## src/rtl/multi_port_reg_file_pkg.sv

```systemverilog
// Shared definitions for the multi-port register file: register count, zero-register
// index and the busy-scoreboard update priority.
package multi_port_reg_file_pkg;

   localparam int unsigned ZERO_REG_ADDR = 0;

   typedef enum logic [1:0] {
      BUSY_HOLD,
      BUSY_SET,
      BUSY_CLEAR,
      BUSY_FLUSH
   } busy_op_e;

   function automatic int unsigned reg_count(input int unsigned addr_width);
      return 32'd1 << addr_width;
   endfunction

   // Flush beats reserve, reserve beats a same-edge write-back.
   function automatic busy_op_e busy_op(input logic flush,
                                        input logic reserve_hit,
                                        input logic write_hit);
      if (flush)       return BUSY_FLUSH;
      if (reserve_hit) return BUSY_SET;
      if (write_hit)   return BUSY_CLEAR;
      return BUSY_HOLD;
   endfunction

endpackage

```

## src/rtl/multi_port_reg_file_if.sv

```systemverilog
// Decode/write-back side bus of the register file: packed read, write and reserve ports.
interface multi_port_reg_file_if #(
   parameter int unsigned DATA_WIDTH  = 32,
   parameter int unsigned ADDR_WIDTH  = 5,
   parameter int unsigned READ_PORTS  = 2,
   parameter int unsigned WRITE_PORTS = 1
);
   logic [READ_PORTS-1:0]              read_en;
   logic [READ_PORTS*ADDR_WIDTH-1:0]   read_addr;
   logic [READ_PORTS*DATA_WIDTH-1:0]   read_data;
   logic [READ_PORTS-1:0]              read_busy;
   logic [WRITE_PORTS-1:0]             write_en;
   logic [WRITE_PORTS*ADDR_WIDTH-1:0]  write_addr;
   logic [WRITE_PORTS*DATA_WIDTH-1:0]  write_data;
   logic                               reserve_en;
   logic [ADDR_WIDTH-1:0]              reserve_addr;
   logic                               flush;

   modport master (
      output read_en, read_addr, write_en, write_addr, write_data,
             reserve_en, reserve_addr, flush,
      input  read_data, read_busy
   );

   modport slave (
      input  read_en, read_addr, write_en, write_addr, write_data,
             reserve_en, reserve_addr, flush,
      output read_data, read_busy
   );
endinterface

```

## src/rtl/multi_port_reg_file_read_port.sv

```systemverilog
// One read port: storage mux, same-cycle write bypass and busy lookup.
module reg_file_read_port
   import multi_port_reg_file_pkg::*;
#(
   parameter  int unsigned DATA_WIDTH  = 32,
   parameter  int unsigned ADDR_WIDTH  = 5,
   parameter  int unsigned WRITE_PORTS = 1,
   parameter  int unsigned ZERO_REG    = 1,
   parameter  int unsigned BYPASS      = 1,
   localparam int unsigned REG_COUNT   = reg_count(ADDR_WIDTH)
) (
   input  logic                  rst,
   input  logic                  en,
   input  logic [ADDR_WIDTH-1:0] addr,
   input  logic [DATA_WIDTH-1:0] regs [REG_COUNT],
   input  logic [REG_COUNT-1:0]  busy,
   input  logic [WRITE_PORTS-1:0] wr_en,
   input  logic [ADDR_WIDTH-1:0] wr_addr [WRITE_PORTS],
   input  logic [DATA_WIDTH-1:0] wr_data [WRITE_PORTS],
   output logic [DATA_WIDTH-1:0] data,
   output logic                  busy_out
);
   localparam logic [ADDR_WIDTH-1:0] ZERO_IDX = ADDR_WIDTH'(ZERO_REG_ADDR);
   localparam bit ZERO_ON   = (ZERO_REG != 0);
   localparam bit BYPASS_ON = (BYPASS != 0);

   logic                  hit;
   logic [DATA_WIDTH-1:0] fwd;

   // Ascending scan so the highest matching write port ends up in fwd.
   always_comb begin
      hit = 1'b0;
      fwd = '0;
      for (int unsigned k = 0; k < WRITE_PORTS; k++) begin
         if (wr_en[k] && wr_addr[k] == addr) begin
            hit = 1'b1;
            fwd = wr_data[k];
         end
      end
   end

   always_comb begin
      data     = '0;
      busy_out = 1'b0;
      if (!rst && en && !(ZERO_ON && addr == ZERO_IDX)) begin
         data     = (BYPASS_ON && hit) ? fwd : regs[addr];
         busy_out = busy[addr] && !(BYPASS_ON && hit);
      end
   end
endmodule

```

## src/rtl/multi_port_reg_file.sv

```systemverilog
// Parametrised N-read/M-write register file with write bypass and a per-register
// busy scoreboard for long-latency producers.
module multi_port_reg_file
   import multi_port_reg_file_pkg::*;
#(
   parameter int unsigned DATA_WIDTH  = 32,
   parameter int unsigned ADDR_WIDTH  = 5,
   parameter int unsigned READ_PORTS  = 2,
   parameter int unsigned WRITE_PORTS = 1,
   parameter int unsigned ZERO_REG    = 1,
   parameter int unsigned BYPASS      = 1
) (
   input logic                 clk,
   input logic                 rst,
   multi_port_reg_file_if.slave bus
);
   localparam int unsigned REG_COUNT = reg_count(ADDR_WIDTH);
   localparam logic [ADDR_WIDTH-1:0] ZERO_IDX = ADDR_WIDTH'(ZERO_REG_ADDR);
   localparam bit ZERO_ON = (ZERO_REG != 0);

   logic [DATA_WIDTH-1:0] regs [REG_COUNT];
   logic [REG_COUNT-1:0]  busy;
   logic [REG_COUNT-1:0]  busy_next;
   logic [REG_COUNT-1:0]  write_hit;

   logic [ADDR_WIDTH-1:0] wr_addr [WRITE_PORTS];
   logic [DATA_WIDTH-1:0] wr_data [WRITE_PORTS];
   logic [DATA_WIDTH-1:0] rd_data [READ_PORTS];
   logic                  rd_busy [READ_PORTS];

   always_comb begin
      for (int unsigned k = 0; k < WRITE_PORTS; k++) begin
         wr_addr[k] = bus.write_addr[k*ADDR_WIDTH +: ADDR_WIDTH];
         wr_data[k] = bus.write_data[k*DATA_WIDTH +: DATA_WIDTH];
      end
   end

   // Later loop iterations override earlier ones, so the highest write port wins.
   always_ff @(posedge clk or posedge rst) begin
      if (rst) begin
         for (int unsigned r = 0; r < REG_COUNT; r++) begin
            regs[r] <= '0;
         end
      end else begin
         for (int unsigned k = 0; k < WRITE_PORTS; k++) begin
            if (bus.write_en[k] && !(ZERO_ON && wr_addr[k] == ZERO_IDX)) begin
               regs[wr_addr[k]] <= wr_data[k];
            end
         end
      end
   end

   always_comb begin
      write_hit = '0;
      for (int unsigned k = 0; k < WRITE_PORTS; k++) begin
         if (bus.write_en[k]) begin
            write_hit[wr_addr[k]] = 1'b1;
         end
      end
   end

   always_comb begin
      busy_next = busy;
      for (int unsigned r = 0; r < REG_COUNT; r++) begin
         case (busy_op(bus.flush,
                       bus.reserve_en && (bus.reserve_addr == ADDR_WIDTH'(r)),
                       write_hit[r]))
            BUSY_FLUSH: busy_next[r] = 1'b0;
            BUSY_SET:   busy_next[r] = 1'b1;
            BUSY_CLEAR: busy_next[r] = 1'b0;
            BUSY_HOLD:  busy_next[r] = busy[r];
         endcase
      end
      if (ZERO_ON) begin
         busy_next[ZERO_REG_ADDR] = 1'b0;
      end
   end

   always_ff @(posedge clk or posedge rst) begin
      if (rst) begin
         busy <= '0;
      end else begin
         busy <= busy_next;
      end
   end

   for (genvar i = 0; i < READ_PORTS; i++) begin : g_read
      reg_file_read_port #(
         .DATA_WIDTH  (DATA_WIDTH),
         .ADDR_WIDTH  (ADDR_WIDTH),
         .WRITE_PORTS (WRITE_PORTS),
         .ZERO_REG    (ZERO_REG),
         .BYPASS      (BYPASS)
      ) u_read_port (
         .rst      (rst),
         .en       (bus.read_en[i]),
         .addr     (bus.read_addr[i*ADDR_WIDTH +: ADDR_WIDTH]),
         .regs     (regs),
         .busy     (busy),
         .wr_en    (bus.write_en),
         .wr_addr  (wr_addr),
         .wr_data  (wr_data),
         .data     (rd_data[i]),
         .busy_out (rd_busy[i])
      );
   end

   always_comb begin
      bus.read_data = '0;
      bus.read_busy = '0;
      for (int unsigned i = 0; i < READ_PORTS; i++) begin
         bus.read_data[i*DATA_WIDTH +: DATA_WIDTH] = rd_data[i];
         bus.read_busy[i]                          = rd_busy[i];
      end
   end
endmodule

```

## src/flat_wrapper.sv

```systemverilog
// flat-port wrapper written by rule: the top's interface ports become plain ports
module multi_port_reg_file_flat import multi_port_reg_file_pkg::*;
#(
   parameter int unsigned DATA_WIDTH  = 32,
   parameter int unsigned ADDR_WIDTH  = 5,
   parameter int unsigned READ_PORTS  = 2,
   parameter int unsigned WRITE_PORTS = 1,
   parameter int unsigned ZERO_REG    = 1,
   parameter int unsigned BYPASS      = 1
)
  (clk, rst, bus_read_en, bus_read_addr, bus_write_en, bus_write_addr, bus_write_data, bus_reserve_en, bus_reserve_addr, bus_flush, bus_read_data, bus_read_busy);
  multi_port_reg_file_if #(.DATA_WIDTH(DATA_WIDTH), .ADDR_WIDTH(ADDR_WIDTH), .READ_PORTS(READ_PORTS), .WRITE_PORTS(WRITE_PORTS)) bus_i ();
  input logic clk;
  input logic rst;
  input wire logic [$bits(bus_i.read_en)-1:0] bus_read_en;
  input wire logic [$bits(bus_i.read_addr)-1:0] bus_read_addr;
  input wire logic [$bits(bus_i.write_en)-1:0] bus_write_en;
  input wire logic [$bits(bus_i.write_addr)-1:0] bus_write_addr;
  input wire logic [$bits(bus_i.write_data)-1:0] bus_write_data;
  input wire logic [$bits(bus_i.reserve_en)-1:0] bus_reserve_en;
  input wire logic [$bits(bus_i.reserve_addr)-1:0] bus_reserve_addr;
  input wire logic [$bits(bus_i.flush)-1:0] bus_flush;
  output wire logic [$bits(bus_i.read_data)-1:0] bus_read_data;
  output wire logic [$bits(bus_i.read_busy)-1:0] bus_read_busy;
  assign bus_i.read_en = bus_read_en;
  assign bus_i.read_addr = bus_read_addr;
  assign bus_i.write_en = bus_write_en;
  assign bus_i.write_addr = bus_write_addr;
  assign bus_i.write_data = bus_write_data;
  assign bus_i.reserve_en = bus_reserve_en;
  assign bus_i.reserve_addr = bus_reserve_addr;
  assign bus_i.flush = bus_flush;
  assign bus_read_data = bus_i.read_data;
  assign bus_read_busy = bus_i.read_busy;
  multi_port_reg_file #(.DATA_WIDTH(DATA_WIDTH), .ADDR_WIDTH(ADDR_WIDTH), .READ_PORTS(READ_PORTS), .WRITE_PORTS(WRITE_PORTS), .ZERO_REG(ZERO_REG), .BYPASS(BYPASS)) u_core (.clk(clk), .rst(rst), .bus(bus_i));
endmodule
```

## config.mk

```make
export PLATFORM = sky130hd
export DESIGN_NAME = multi_port_reg_file_flat
export DESIGN_NICKNAME = d
export VERILOG_FILES = /design/src/rtl/multi_port_reg_file_pkg.sv /design/src/rtl/multi_port_reg_file_if.sv /design/src/rtl/multi_port_reg_file_read_port.sv /design/src/rtl/multi_port_reg_file.sv /design/src/flat_wrapper.sv
export SDC_FILE = /design/constraint.sdc
export NUM_CORES = 2
export LEC_CHECK = 0
export BUFFER_PORTS_ARGS = -buffer_cell sky130_fd_sc_hd__buf_2
export CAP_MARGIN = 20
export CORE_UTILIZATION = 30
export CTS_CLUSTER_DIAMETER = 50
export CTS_CLUSTER_SIZE = 10
export DETAILED_ROUTE_END_ITERATION = 10
export GPL_ROUTABILITY_DRIVEN = 0
export GPL_TIMING_DRIVEN = 0
export HOLD_SLACK_MARGIN = 0.06
export RECOVER_POWER = 50
export REMOVE_ABC_BUFFERS = 1
export SLEW_MARGIN = 20
export SYNTH_ARGS = -nofsm -noshare
export SYNTH_HDL_FRONTEND = slang
export SYNTH_SLANG_ARGS = --single-unit
export TNS_END_PERCENT = 10
```

## constraint.sdc

```tcl
create_clock -name clk -period 82.7 [get_ports clk]
set_input_delay 12.405 -clock clk [delete_from_list [all_inputs] [get_ports clk]]
set_output_delay 12.405 -clock clk [all_outputs]
set_load 0.005 [all_outputs]
```

Yosys cells after proc, flatten, opt, wreduce, memory -nomap -nowiden
Cells that the tools add are included.

Order comparisons: 8. Equality and inequality tests: 126. Multiplexer cells: 369. Bitwise gates (word level): 3. Reduce and logical (&&, ||, !) cells: 113.

Operator list (number): bitwise mux 1024 bit (1); 2-to-1 mux 32 bit (12); binary-select mux 32 bit (select 5 bit) (2); 2-to-1 mux 2 bit (156); 2-to-1 mux 1 bit (163); demux 32 bit (select 5 bit) (1); == test 2 bit (second input constant) (62); == test 5 bit (second input constant) (16); == test 2 x 1 -> 1 bit (second input constant) (31); logical NOT 2 bit (31); case mux 1 bit (2 select lines) (31); OR reduction 2 bit (31); logical AND 1 bit (42); == test 5 x 4 -> 1 bit (second input constant) (8); == test 5 x 3 -> 1 bit (second input constant) (4); greater-or-equal comparator 6 bit (second input constant) (3); less-than comparator 5 x 6 -> 1 bit (second input constant) (3); inverter 5 -> 6 bit (3); logical NOT 5 bit (3); binary-select mux 1 bit (select 5 bit) (2); == test 5 x 2 -> 1 bit (second input constant) (2); == test 5 bit (2); logical NOT 1 bit (6); less-than comparator 6 x 1 -> 1 bit (second input constant) (1); other kinds (3) (3).

Register bits: 1055. Bits of input ports: 59. Output and inout port bits: 66. Word-level logic and storage cells: 682.

Longest topological paths before layout
Depth after elaboration: 14. Gate-level depth with buffers: 9. Mapped depth without buffers: 5.

Modules after synthesis
Synthesis repeated with hierarchy kept, for this count alone.

Cell total of the unflattened synthesis: 4053. Area total of the unflattened synthesis: 57209.9 um^2.

Modules (own cells, without submodules): multi_port_reg_file (times used 1, cells each 2411, area each 39370.3 um^2, sequential area each 26400.3 um^2); reg_file_read_port (times used 2, cells each 821, area each 8919.8 um^2, sequential area each 0.0 um^2).

Worst setup path before layout
OpenSTA, ideal clock, no wires.

Path type: in2out. Start: input port bus_read_addr[6]. End: output port bus_read_data[45]. Arrival time: 13.975 ns. Data required time: 70.295 ns. Slack: 56.320 ns. Cell stages on the path: 7. Cell sequence: buf_4 > buf_2 > clkbuf_1 > mux4_2 > a22oi_1 > a21oi_1 > a211o_1.

Word-level cells in the longest chain between the ends: 6. Elaborated cells between the ends (all ways): 13.

RTL lines: start: declaration (line flat_wrapper.sv:16) `input wire logic [$bits(bus_i.read_addr)-1:0] bus_read_addr;`; inverter 5 -> 6 bit (implied by the code) (line multi_port_reg_file_read_port.sv:46) `data = (BYPASS_ON && hit) ? fwd : regs[addr];`; binary-select mux 32 bit (select 5 bit) (line multi_port_reg_file_read_port.sv:46); 2-to-1 mux 32 bit (implied by the code) (2 in series) (line multi_port_reg_file_read_port.sv:46); 2-to-1 mux 32 bit (line multi_port_reg_file_read_port.sv:46); 2-to-1 mux 32 bit * (line multi_port_reg_file_read_port.sv:45) `if (!rst && en && !(ZERO_ON && addr == ZERO_IDX)) begin`; end: declaration (line flat_wrapper.sv:23) `output wire logic [$bits(bus_i.read_data)-1:0] bus_read_data;`.

Every way passes the cells marked *; elsewhere a longest branch is shown, timed or not. The select of a mux whose other input is x is not followed.

Worst setup path after layout
Start: input port bus_read_addr[0]. End: output port bus_read_data[18].

The elaborated chain is that of the path after synthesis.

==> flow_summary_export.csv <==
group,metric,value,unit
run_status,outcome,"finished with violations",
run_status,violations,"capacitance limit, slew limit",
pwr,power.leakage,27.7,nW
floorplan,die_x,438,um
place,dp_cells,6270,
worst_hold_path,holdPathEnd,"u_core.regs[996]",
timing,fin_crit_sh,0.355,
floorplan,die_area,191000,um^2
timing,setup_violations,0,
clock_network,cts-resized-gates,0,
critical_path,crit_start,"bus_read_addr[0]",
timing,worst_slack,53.36,ns
critical_path,cp.required,70.30,ns
clock_network,ctsHtreeMaxLevel,3,
pwr,p_total,1.45,mW
logic_synthesis,synthTopCellsByArea,"dfrtp_1, mux2_2, mux4_2",
floorplan,die_h,438,um
pwr,clkPwrFrac,0.336,
logic_synthesis,ys_warn_count,0,
pwr,internal_power,1.06,mW
worst_hold_path,min_from,"u_core.regs[996]",
logic_synthesis,ys_seq_area_frac,0.464,
timing,worst_hold_slack,0.399,ns
flow_run,maxCapViolCount,26,
critical_path,arrival,16.93,ns
place,port_buffers,124,
timing,fin_skew,0,ns
logic_synthesis,ys_top_cells_by_count,"dfrtp_1, mux2_2, mux4_2",
clock_network,cts_sinks,1055,
global_routing,use_met1,0.230,
finish,fin_cells,6424,
clock_network,cts_root_buffer,"clkbuf_16",
pwr,p_comb_frac,0.197,
logic_synthesis,ys_ff_latch,1055,
floorplan,start_util,0.303,
clock_network,clock_latency,0.75,ns
timing,hold_viol,0,
logic_synthesis,synth_top_area_frac,0.464,
pwr,seq_power_share,0.467,
critical_path,crit_type,"input pin to output pin",
critical_path,reg2regPathDepth,1,
timing,worst_pin_slew,5.60,ns
clock_network,cts_setup_buffers,0,
place,placed_cell_area,61800,um^2
floorplan,coreArea,188000,um^2
clock_network,holdBufCountCts,0,
floorplan,rows,159,
pwr,switching_power,0.393,mW
route,num_vias,37000,
clock_network,cts_buffer_depth,3,
logic_synthesis,async_flop_share,1.00,
critical_path,cp-start-kind,"input pin",
timing,slew_viol_final,943,
global_routing,grt_pass1_wl,270000,um
finish,multi_input_area,28300,um^2
route,vias_per_cell,5.77,
worst_hold_path,hold_depth,0,
global_routing,met2_usage,0.323,
global_routing,grt_pass1_vias,39000,
timing,fin_tns_setup,0,ns
logic_synthesis,synth_area,56900,um^2
critical_path,r2r-start,"u_core.regs[309]",
route,routed_wl,184000,um
clock_network,clk_pin_slew,0.06,ns
logic_synthesis,synth_edf_count,0,
global_routing,antenna_found_initial,16,
critical_path,end_kind,"output pin",
finish,final_util,0.343,
logic_synthesis,synth.distinct_cells,45,
route,initialDrtViolationCount,2868,
timing,fin_crit,29.34,ns
finish,regArea,26400,um^2
worst_hold_path,hp-class,"flip-flop to flip-flop",
clock_network,numCtsBuffers,121,
logic_synthesis,postSynthCellCount,3956,
finish,nets,3957,
pwr,switching_share,0.271,
critical_path,critPathMaxFanout,61,
finish,final_area,64500,um^2
global_routing,grt_overflow,0,
route,routedWlPerCell,28.6,um
global_routing,grt.total_usage,0.190,
place,pre_cts_ws,53.32,ns
global_routing,grt_max_degree,105,
logic_synthesis,yosysMostFrequentCell,"dfrtp_1",
pwr,ir_drop,0.0198,mV
route,firstDrtPassIters,6,
finish,syn_to_final_growth,13.4,%
logic_synthesis,syn_area_per_cell,14.4,um^2
finish,drive_gt1_frac,0.449,
clock_network,cts_tree,"built",
timing,fmax,0.0341,GHz
timing,rsz0062_at_grt,"no",
pwr,powerDensity,22.5,nW/um^2
critical_path,r2r_end,"u_core.regs[309]",
timing,relSlewSlack,-2.73,
global_routing,grt_use_met3,0.0319,
floorplan,ioPinCount,125,
place,hpwl,119000,um
finish,fillers,18000,
logic_synthesis,synthFlopType,"dfrtp_1",
global_routing,grt.busiest_layer,"met2",
route,route.detailed.drc,0,
critical_path,reg2reg_slack,81.89,ns
logic_synthesis,synth_area_leader_cell,"dfrtp_1",
route,ant_nets,0,
cell type report:
cell class,instances,share of cell area
multi-input combinational,2439,0.438
clock inverter,11,0.00204
timing repair buffer,276,0.0515
antenna,2,0.0000776
clock buffer,141,0.0502
sequential,1055,0.409
inverter,5,0.000388
tap,2495,0.0484
power by group through the flow:
stage / clock (mW) / combinational [mW] / sequential (mW)
floorplan: 0 / 0.208 / 0.667
global placement: 0 / 0.288 / 0.679
detailed placement: 0 / 0.289 / 0.684
CTS: 0.497 / 0.289 / 0.676
global route: 0.517 / 0.307 / 0.691
finish: 0.487 / 0.286 / 0.679
metal layers:
metal / up-vias / part of all wire / routed length, um
met4: 18 / 0.057 / 10500
met5: - / 0.00063 / 115
met2: 1402 / 0.50 / 91300
met3: 477 / 0.058 / 10700
met1: 19900 / 0.39 / 71000
li1: 15300 / - / -
state kept, by name, summed over array words and instances (netlist names):
register and cells:
u_core.regs 1024, u_core.busy 31
cells in the final DEF (no fill, tap or decap), types with 7 or more instances in the layout:
| master | instances |
|---|---|
| mux4_2 | 400 |
| buf_12 | 36 |
| mux2i_1 | 260 |
| a22oi_1 | 203 |
| o21ai_0 | 18 |
| a211o_1 | 62 |
| buf_2 | 113 |
| buf_4 | 41 |
| buf_16 | 56 |
| mux2_2 | 948 |
| xnor2_1 | 10 |
| dfrtp_1 | 1055 |
| nor2_1 | 44 |
| mux2_1 | 46 |
| nor2_4 | 9 |
| nand2_1 | 41 |
| o21bai_1 | 62 |
| clkbuf_8 | 7 |
| a221oi_1 | 126 |
| clkbuf_1 | 32 |
| a21oi_1 | 150 |
| clkbuf_16 | 124 |
logic make-up after synthesis:
family,after synthesis,share of synthesized area
AOI/OAI and AO/OA,641,0.0815
and+or+nand+nor,134,0.0112
buffers and inverters,462,0.0409
muxes,1654,0.401
xor gates and xnor gates,10,0.00154
DFF,1055,0.464
worst max-delay path by stage:
stage	depth (start not counted)	slack [ns]	to
after floorplan	1	40.60	u_core.busy[10]
after global placement	2	28.42	u_core.regs[155]
after detailed placement	13	53.32	bus_read_data[18]
after CTS	13	53.32	bus_read_data[18]
after global routing	13	53.20	bus_read_data[18]
final	13	53.36	bus_read_data[18]
critical path, cell delays in order:
cell	delay, ns
buf_8	0.45
buf_16	0.44
buf_16	0.40
buf_16	0.41
xnor2_1	0.19
nand4_1	0.30
o211ai_1	0.72
buf_4	0.30
buf_4	0.20
buf_4	0.20
a21oi_1	0.08
a211o_1	0.39
buf_2	0.17
No activity file was read; power rests on OpenSTA's default activity.
